File: src/rtl/dds_serial_writer_if.sv
// Sequencer-to-writer link: frame request, byte stream handshake and status.
interface dds_serial_writer_if;
    logic       start;
    logic [4:0] nbytes;
    logic       do_reset;
    logic       do_update;
    logic [7:0] byte_data;
    logic       byte_valid;
    logic       byte_ready;
    logic       busy;
    logic       done;

    // Sequencer side
    modport master (
        output start, nbytes, do_reset, do_update, byte_data, byte_valid,
        input  byte_ready, busy, done
    );

    // Serial writer side
    modport slave (
        input  start, nbytes, do_reset, do_update, byte_data, byte_valid,
        output byte_ready, busy, done
    );
endinterface

File: src/rtl/dds_serial_writer.sv
// DDS serial-port write engine: shifts a frame of bytes MSB-first on SDIO/SCLK
// under CSB, optionally bracketed by IO_RESET and IO_UPDATE pulses.
// All pin outputs come straight from flops so the DDS never sees decode glitches.
module dds_serial_writer #(
    parameter int unsigned SCLK_HALF        = 3,
    parameter int unsigned IO_RESET_CYCLES  = 50,
    parameter int unsigned IO_UPDATE_CYCLES = 50,
    parameter int unsigned MAX_BYTES        = 31
) (
    input  logic                 fifty_MHz_intclk,
    input  logic                 reset,
    dds_serial_writer_if.slave   bus,
    output logic                 SDIO,
    output logic                 SCLK,
    output logic                 CSB,
    output logic                 IO_RESET,
    output logic                 IO_UPDATE
);

    // One shared counter times SCLK half-periods and both pulse widths.
    localparam int unsigned CntMax0 = (IO_RESET_CYCLES > IO_UPDATE_CYCLES) ?
                                      IO_RESET_CYCLES : IO_UPDATE_CYCLES;
    localparam int unsigned CntMax  = ((CntMax0 > SCLK_HALF) ? CntMax0 : SCLK_HALF) - 1;
    localparam int unsigned CntW    = (CntMax > 0) ? $clog2(CntMax + 1) : 1;

    localparam logic [CntW-1:0] HalfLast = CntW'(SCLK_HALF - 1);
    localparam logic [CntW-1:0] RstLast  = CntW'(IO_RESET_CYCLES - 1);
    localparam logic [CntW-1:0] UpdLast  = CntW'(IO_UPDATE_CYCLES - 1);
    localparam logic [CntW-1:0] CntOne   = CntW'(1);

    typedef enum logic [2:0] {
        StIdle,
        StRstPulse,
        StLoad,
        StShift,
        StCsHold,
        StUpdPulse,
        StDone
    } state_e;

    state_e          state_q, state_d;
    logic [CntW-1:0] cnt_q, cnt_d;
    logic [2:0]      bit_q, bit_d;
    logic [4:0]      left_q, left_d;
    logic            upd_q, upd_d;
    logic [7:0]      shreg_q, shreg_d;
    logic            sdio_q, sdio_d;
    logic            sclk_q, sclk_d;
    logic            csb_q, csb_d;
    logic            io_reset_q, io_reset_d;
    logic            io_update_q, io_update_d;
    logic            ready_q, ready_d;
    logic            busy_q, busy_d;
    logic            done_q, done_d;
    logic [4:0]      nbytes_clamped;

    // Oversized requests are shortened to the largest legal frame.
    always_comb begin
        nbytes_clamped = bus.nbytes;
        if (32'(bus.nbytes) > MAX_BYTES) begin
            nbytes_clamped = 5'(MAX_BYTES);
        end
    end

    // Next state plus the pin values that go with it (registered below).
    always_comb begin
        state_d     = state_q;
        cnt_d       = cnt_q;
        bit_d       = bit_q;
        left_d      = left_q;
        upd_d       = upd_q;
        shreg_d     = shreg_q;
        sdio_d      = sdio_q;
        sclk_d      = sclk_q;
        csb_d       = csb_q;
        io_reset_d  = io_reset_q;
        io_update_d = io_update_q;
        ready_d     = ready_q;
        busy_d      = busy_q;
        done_d      = 1'b0;

        unique case (state_q)
            StIdle: begin
                if (bus.start) begin
                    if (bus.nbytes == 5'd0) begin
                        // Empty frame: report completion without touching the pins.
                        state_d = StDone;
                        done_d  = 1'b1;
                    end else begin
                        left_d = nbytes_clamped;
                        upd_d  = bus.do_update;
                        busy_d = 1'b1;
                        cnt_d  = '0;
                        if (bus.do_reset) begin
                            state_d    = StRstPulse;
                            io_reset_d = 1'b1;
                        end else begin
                            state_d = StLoad;
                            csb_d   = 1'b0;
                            ready_d = 1'b1;
                        end
                    end
                end
            end

            StRstPulse: begin
                if (cnt_q == RstLast) begin
                    // IO_RESET drops on the same edge CSB falls, so they never overlap.
                    io_reset_d = 1'b0;
                    state_d    = StLoad;
                    csb_d      = 1'b0;
                    ready_d    = 1'b1;
                end else begin
                    cnt_d = cnt_q + CntOne;
                end
            end

            StLoad: begin
                if (bus.byte_valid) begin
                    shreg_d = bus.byte_data;
                    sdio_d  = bus.byte_data[7];
                    bit_d   = 3'd0;
                    cnt_d   = '0;
                    ready_d = 1'b0;
                    state_d = StShift;
                end
            end

            StShift: begin
                if (cnt_q == HalfLast) begin
                    cnt_d = '0;
                    if (!sclk_q) begin
                        sclk_d = 1'b1;
                    end else begin
                        // End of high phase: SCLK falls and SDIO moves on together.
                        sclk_d = 1'b0;
                        if (bit_q == 3'd7) begin
                            left_d = left_q - 5'd1;
                            if (left_q == 5'd1) begin
                                state_d = StCsHold;
                            end else begin
                                state_d = StLoad;
                                ready_d = 1'b1;
                            end
                        end else begin
                            bit_d   = bit_q + 3'd1;
                            shreg_d = shreg_q << 1;
                            sdio_d  = shreg_q[6];
                        end
                    end
                end else begin
                    cnt_d = cnt_q + CntOne;
                end
            end

            StCsHold: begin
                if (cnt_q == HalfLast) begin
                    csb_d  = 1'b1;
                    sdio_d = 1'b0;
                    cnt_d  = '0;
                    if (upd_q) begin
                        state_d     = StUpdPulse;
                        io_update_d = 1'b1;
                    end else begin
                        state_d = StDone;
                        done_d  = 1'b1;
                        busy_d  = 1'b0;
                    end
                end else begin
                    cnt_d = cnt_q + CntOne;
                end
            end

            StUpdPulse: begin
                if (cnt_q == UpdLast) begin
                    io_update_d = 1'b0;
                    state_d     = StDone;
                    done_d      = 1'b1;
                    busy_d      = 1'b0;
                end else begin
                    cnt_d = cnt_q + CntOne;
                end
            end

            StDone: begin
                // Any start seen here is dropped on purpose.
                state_d = StIdle;
            end

            default: begin
                state_d = StIdle;
            end
        endcase
    end

    // State, datapath and pin registers; reset parks every pin in its idle level.
    always_ff @(posedge fifty_MHz_intclk) begin
        if (reset) begin
            state_q     <= StIdle;
            cnt_q       <= '0;
            bit_q       <= 3'd0;
            left_q      <= 5'd0;
            upd_q       <= 1'b0;
            shreg_q     <= 8'd0;
            sdio_q      <= 1'b0;
            sclk_q      <= 1'b0;
            csb_q       <= 1'b1;
            io_reset_q  <= 1'b0;
            io_update_q <= 1'b0;
            ready_q     <= 1'b0;
            busy_q      <= 1'b0;
            done_q      <= 1'b0;
        end else begin
            state_q     <= state_d;
            cnt_q       <= cnt_d;
            bit_q       <= bit_d;
            left_q      <= left_d;
            upd_q       <= upd_d;
            shreg_q     <= shreg_d;
            sdio_q      <= sdio_d;
            sclk_q      <= sclk_d;
            csb_q       <= csb_d;
            io_reset_q  <= io_reset_d;
            io_update_q <= io_update_d;
            ready_q     <= ready_d;
            busy_q      <= busy_d;
            done_q      <= done_d;
        end
    end

    assign SDIO           = sdio_q;
    assign SCLK           = sclk_q;
    assign CSB            = csb_q;
    assign IO_RESET       = io_reset_q;
    assign IO_UPDATE      = io_update_q;
    assign bus.byte_ready = ready_q;
    assign bus.busy       = busy_q;
    assign bus.done       = done_q;

endmodule

File: src/flat_wrapper.sv
// flat-port wrapper written by rule: the top's interface ports become plain ports
module dds_serial_writer_flat 
#(
    parameter int unsigned SCLK_HALF        = 3,
    parameter int unsigned IO_RESET_CYCLES  = 50,
    parameter int unsigned IO_UPDATE_CYCLES = 50,
    parameter int unsigned MAX_BYTES        = 31
)
  (fifty_MHz_intclk, reset, SDIO, SCLK, CSB, IO_RESET, IO_UPDATE, bus_start, bus_nbytes, bus_do_reset, bus_do_update, bus_byte_data, bus_byte_valid, bus_byte_ready, bus_busy, bus_done);
  dds_serial_writer_if bus_i ();
  input  logic fifty_MHz_intclk;
  input  logic reset;
  output logic SDIO;
  output logic SCLK;
  output logic CSB;
  output logic IO_RESET;
  output logic IO_UPDATE;
  input wire logic [$bits(bus_i.start)-1:0] bus_start;
  input wire logic [$bits(bus_i.nbytes)-1:0] bus_nbytes;
  input wire logic [$bits(bus_i.do_reset)-1:0] bus_do_reset;
  input wire logic [$bits(bus_i.do_update)-1:0] bus_do_update;
  input wire logic [$bits(bus_i.byte_data)-1:0] bus_byte_data;
  input wire logic [$bits(bus_i.byte_valid)-1:0] bus_byte_valid;
  output wire logic [$bits(bus_i.byte_ready)-1:0] bus_byte_ready;
  output wire logic [$bits(bus_i.busy)-1:0] bus_busy;
  output wire logic [$bits(bus_i.done)-1:0] bus_done;
  assign bus_i.start = bus_start;
  assign bus_i.nbytes = bus_nbytes;
  assign bus_i.do_reset = bus_do_reset;
  assign bus_i.do_update = bus_do_update;
  assign bus_i.byte_data = bus_byte_data;
  assign bus_i.byte_valid = bus_byte_valid;
  assign bus_byte_ready = bus_i.byte_ready;
  assign bus_busy = bus_i.busy;
  assign bus_done = bus_i.done;
  dds_serial_writer #(.SCLK_HALF(SCLK_HALF), .IO_RESET_CYCLES(IO_RESET_CYCLES), .IO_UPDATE_CYCLES(IO_UPDATE_CYCLES), .MAX_BYTES(MAX_BYTES)) u_core (.fifty_MHz_intclk(fifty_MHz_intclk), .reset(reset), .bus(bus_i), .SDIO(SDIO), .SCLK(SCLK), .CSB(CSB), .IO_RESET(IO_RESET), .IO_UPDATE(IO_UPDATE));
endmodule
File: config.mk
export PLATFORM = sky130hd
export DESIGN_NAME = dds_serial_writer_flat
export DESIGN_NICKNAME = d
export VERILOG_FILES = /design/src/rtl/dds_serial_writer_if.sv /design/src/rtl/dds_serial_writer.sv /design/src/flat_wrapper.sv
export SDC_FILE = /design/constraint.sdc
export NUM_CORES = 1
export LEC_CHECK = 0
export CORE_ASPECT_RATIO = 1.25
export CORE_MARGIN = 3
export CORE_UTILIZATION = 35
export DETAILED_ROUTE_END_ITERATION = 8
export PLACE_DENSITY = 0.63
export RECOVER_POWER = 25
export REMOVE_ABC_BUFFERS = 1
export SETUP_SLACK_MARGIN = 0.5
export SYNTH_ARGS = -nofsm -noshare
export SYNTH_HDL_FRONTEND = slang
export SYNTH_SLANG_ARGS = --single-unit
File: constraint.sdc
create_clock -name fifty_MHz_intclk -period 5.35 [get_ports fifty_MHz_intclk]
set_clock_uncertainty 0.05 [all_clocks]
set_input_delay 1.3375 -clock fifty_MHz_intclk [delete_from_list [all_inputs] [get_ports fifty_MHz_intclk]]
set_output_delay 1.3375 -clock fifty_MHz_intclk [all_outputs]
set_load 0.005 [all_outputs]
## Yosys cells after proc, flatten, opt, wreduce, memory -nomap -nowiden

Index checks and enable logic that the tools add are counted.
W data, S select, Z words.

- Output and inout bits: 8
- Input port bits: 19
- Flip-flop bits (word level): 33
- Word-level logic and storage cells: 144

- Add/subtract/negate cells: 3
- Equal/unequal tests: 25
- Reduce and logical (&&, ||, !) cells: 25
- Muxes and demuxes: 76
- Bitwise gates (word level): 1

Operators with widths:

| cell | count |
|---|---|
| $mux W3 | 14 |
| $mux W1 | 34 |
| $mux W6 | 5 |
| $mux W7 | 4 |
| $mux W5 | 5 |
| $pmux W6 S4 | 1 |
| $reduce_and A6 Y1 | 4 |
| $ne A2 B2 Y1 const B | 9 |
| $pmux W3 S6 | 1 |
| $reduce_and A5 Y1 | 3 |
| $ne A2 B1 Y1 const B | 7 |
| $pmux W7 S2 | 1 |
| $pmux W1 S3 | 4 |
| $pmux W5 S2 | 1 |
| $reduce_and A10 Y1 | 1 |
| $eq A3 B3 Y1 const B | 3 |
| $reduce_bool A3 Y1 | 3 |
| $reduce_and A8 Y1 | 1 |
| $reduce_bool A2 Y1 | 4 |
| $reduce_bool A4 Y1 | 2 |
| $add A6 B1 Y6 const B | 1 |
| $eq A3 B2 Y1 const B | 2 |
| $eq A6 B2 Y1 const B | 1 |
| $eq A6 B6 Y1 const B | 1 |
| other kinds (15) | 18 |

## Longest topological paths before layout

- Depth after elaboration: 6
- Depth in mapped cells: 9
- Mapped depth without buffers: 7

## Least setup slack after synthesis

No wires, ideal clock.

- Kind: input-to-reg
- Start: in bus_nbytes[1]
- End: reg u_core.cnt_q[2]
- Arrival: 2.661 ns
- Library setup time: 0.117 ns
- Buffers on the path: 0
- Required time: 5.183 ns
- Stages on the path: 5
- Path slack: 2.522 ns
- Path through: or4_1 > o21ai_0 > a211oi_2 > and2_1 > a32o_1

- Cells in the longest elaborated chain, start to end: 3

Ends and longest elaborated chain:

| item | RTL line | text |
|---|---|---|
| from (decl) | flat_wrapper.sv:19 | `input wire logic [$bits(bus_i.nbytes)-1:0] bus_nbytes;` |
| $logic_not A5 Y1 | dds_serial_writer.sv:85 | `if (bus.nbytes == 5'd0) begin` |
| $ne A2 B2 Y1 (no line) | n/a |  |
| $reduce_and A5 Y1 (no line) | n/a |  |
| to (signal assigned) | dds_serial_writer.sv:215 | `cnt_q <= cnt_d;` |
| to (decl) | dds_serial_writer.sv:42 | `logic [CntW-1:0] cnt_q, cnt_d;` |

No other way between the ends.
A chain may end at the register's enable or synchronous reset.

## Worst setup path after layout

- Start: in bus_nbytes[1]
- End: reg u_core.cnt_q[5]

The elaborated chain is that of the path after synthesis.

==> results.md <==
- Final period util: 0.5847
- RSZ-0062 raised after global routing: no
- Final hold vios: 0
- Outcome: finished, final reports clean
- Skew-Pair Late Insertion Delay: 290 ps
- Worst slew pin tran: 968.9 ps
- CP Max Fanout: 9
- Largest family of logic cells by synthesized area: compound AO/OA/AOI/OAI gates
- GRT overflow: 0
- Post-CTS Setup Inserts: 0
- Max VDD drop: 151.6 uV
- Setup TNS: 0 ps
- Critical Path AT: 3250 ps
- Post-synth cell types: 54
- DIE HEIGHT: 91.22 um
- Worst path cell trace: clkdlybuf4s50_1, or4_1, o21ai_0, a211oi_2, and2_1, a32o_1
- Post-synthesis sequential area ratio: 0.3249
- DR pass1 iterations: 4
- Critical Path Sink Type: flip-flop
- Required @ worst endpoint: 5480 ps
- Cell Area, Synth: 2033 um2
- Vias in the first global route: 1773
- Crit path kind: in2reg
- Post-synthesis compound-gate area fraction: 0.2578
- Fin. max-slew vios: 0
- Critical R2R Capture: u_core.bit_q[0]
- Via count: 1866
- Largest net degree at the start of global routing: 29
- Initial antenna violation count: 0
- Tot Pwr: 823.1 uW
- Post-synth EDFFs: 0
- Post-Route Utilization: 0.4424
- Min-Delay Startpoint: u_core.bit_q[1]
- Main synth FF type: dfxtp_1
- Worst rel slew slack: 0.3519
- Fill count: 559
- Hold Path Sink: u_core.bit_q[1]
- Leakage: 0.9141 nW
- Worst setup margin: 2222 ps
- Clk sinks: 33
- First DRT Iteration DRCs: 120
- Final net count: 294
- Reg2reg setup slack: 2570 ps
- Adder-cell share of the synthesized area: 0.04308
- Clock slew seen by the registers of the worst setup and hold paths: 70 ps
- Crit-path max cell delay: 650 ps
- Drt wl/cell: 14.50 um
- # port buffers: 26
- CTS buffer count: 5
- Max Fclk: 319.7 MHz
- Synth warn: 0
- Global-route wire length before repair: 8307 um
- Area Overhead vs Synth: 20.06%
- Startpoint types: primary input
- Seq cells post-synth: 33
- Finish-stage setup viols: 0
- Post-DRT Antenna Nets: 0
- Area of the die: 6765 um2
- CP max-delay cell: or4_1
- XOR/XNOR Fraction of Synth Area: 0.004308
- Die X: 74.17 um
- DP Worst Slack: 1945 ps
- Cell area power density: 337.2 nW/um2
- Max-cap viol count: 0
- Cts-stage hold buffer count: 0
- Share of cells above drive strength 1: 0.09294
- Site Rows: 30
- Final wirelength: 4828 um
- Drt drc: 0
- Post-cts sizing count: 0
- Cell count of the worst reg-to-reg path: 5
- Reg2reg start: u_core.state_q[1]
- Starting density of the core: 0.3685
- CTS tree: yes
- Final HPWL DP: 3433 um
- H-tree levels: 2
- Io pins: 27
- Post-synth ARST share: 0
- Via-to-Cell Ratio: 5.604
- Hold Worst Slack: 406.0 ps
- Final antenna diode count: 0
- Total Routing Usage GR: 0.1528
- Post-synthesis cell count: 247
- CTS root buf: clkbuf_8
- GPL Wtd Cong: 0.8838
- HP Class: reg2reg
- Hold path depth: 2
- Mux cell area share after synthesis: 0.06708
- Syn Area/Cell: 8.232 um2
- Simple-gate share of the synthesized area: 0.2511
- Tmin final: 3128 ps
- Clock Tree Buf Depth: 2
- Core area: 5518 um2
[final cells by class]
cell class	instances	area, um2	area share
Multi-Input combinational cell	189	1267	0.5192
Tap cell	64	80.08	0.03280
Clock inverter	1	30.03	0.01230
Clock buffer	7	86.33	0.03537
Timing Repair Buffer	29	279.0	0.1143
Sequential cell	33	660.6	0.2706
Inverter	10	37.54	0.01538
[stage by stage]
stage / area (um2) / cells
floorplan: 1966 / 232
global placement: 2328 / 325
detailed placement: 2328 / 325
CTS: 2445 / 333
global route: 2441 / 333
finish: 2441 / 333
[cells in the final DEF, fill, tap and decap left out, types with 4 or more instances in the layout]
cell type        netlist  routed
inv_1                 10      10
o31ai_1                4       4
nor2_1                21      21
nand2_1               17      17
a211oi_1               4       4
clkdlybuf4s50_1        0      17
and3_1                 5       5
a21oi_1               19      19
o211ai_1               5       5
mux2i_1                8       8
ha_1                   7       7
mux2_2                 5       5
nand4b_1               4       4
a32o_1                 4       4
clkbuf_8               0       6
o21ai_0               20      20
dfxtp_1               33      33
dlygate4sd3_1          0       9
nor2b_1                5       5
nor3_1                 6       6
nor3b_1                6       6
nand3_1                4       4
nand2b_1               7       7
[metal layers]
metal	up-vias	wire [um]	share of wire	global-route usage
li1	948	-	-	-
met1	871	2237	0.46	0.1981
met2	38	2315	0.48	0.2456
met3	9	185	0.038	0.02990
met4	0	90	0.019	0.05740
met5	-	0	0	0
[critical path: cells and delay by family]
kind,cells,cell delay [ps]
AOI/OAI and AO/OA,3,640
buffers and inverters,1,410
and+or+nand+nor,2,870
[worst max-delay path by stage]
| stage | startpoint | to | slack, ps | cells after the start |
|---|---|---|---|---|
| finish | bus_nbytes[1] | u_core.cnt_q[5] | 2220 | 6 |
| global route | reset | u_core.cnt_q[4] | 2110 | 3 |
| CTS | bus_nbytes[1] | u_core.cnt_q[3] | 2240 | 6 |
| detailed placement | bus_nbytes[1] | u_core.cnt_q[3] | 1950 | 6 |
| global placement | bus_nbytes[1] | u_core.cnt_q[5] | 1980 | 6 |
| floorplan | bus_byte_valid | u_core.shreg_q[1] | 2470 | 4 |
[cells by family (layout without fill, tap and decap cells)]
group | count (synthesis) | after routing
AO/OA/AOI/OAI | 76 | 76
adder cells (fa/ha/maj) | 7 | 7
buffers and inverters | 25 | 47
XOR/XNOR | 1 | 1
AND/OR/NAND/NOR | 92 | 92
multiplexers | 13 | 13
flip-flops | 33 | 33
[state kept, by name, summed over array words and instances, names as in the netlist, 3 cells and up]
| register | flops |
|---|---|
| u_core.bit_q | 3 |
| u_core.cnt_q | 6 |
| u_core.left_q | 5 |
| u_core.shreg_q | 7 |
| u_core.state_q | 3 |
[power breakdown]
group	internal, mW	total [mW]	leakage [nW]	switching, mW
Combinational	0.122	0.273	0.587	0.150
Clock	0.152	0.246	0.0585	0.0939
Sequential	0.274	0.305	0.269	0.0306
[cells in the mapped netlist (6+ instances only)]
master / count / share of area
nand2_1: 17 / 0.031
nor3_1: 6 / 0.015
ha_1: 7 / 0.043
inv_1: 10 / 0.018
clkbuf_1: 9 / 0.017
dfxtp_1: 33 / 0.32
nor2_1: 21 / 0.039
a21oi_1: 19 / 0.047
nand2b_1: 7 / 0.022
o21ai_0: 20 / 0.049
nor3b_1: 6 / 0.022
mux2i_1: 8 / 0.039
Power figures use the tool's default switching activity.
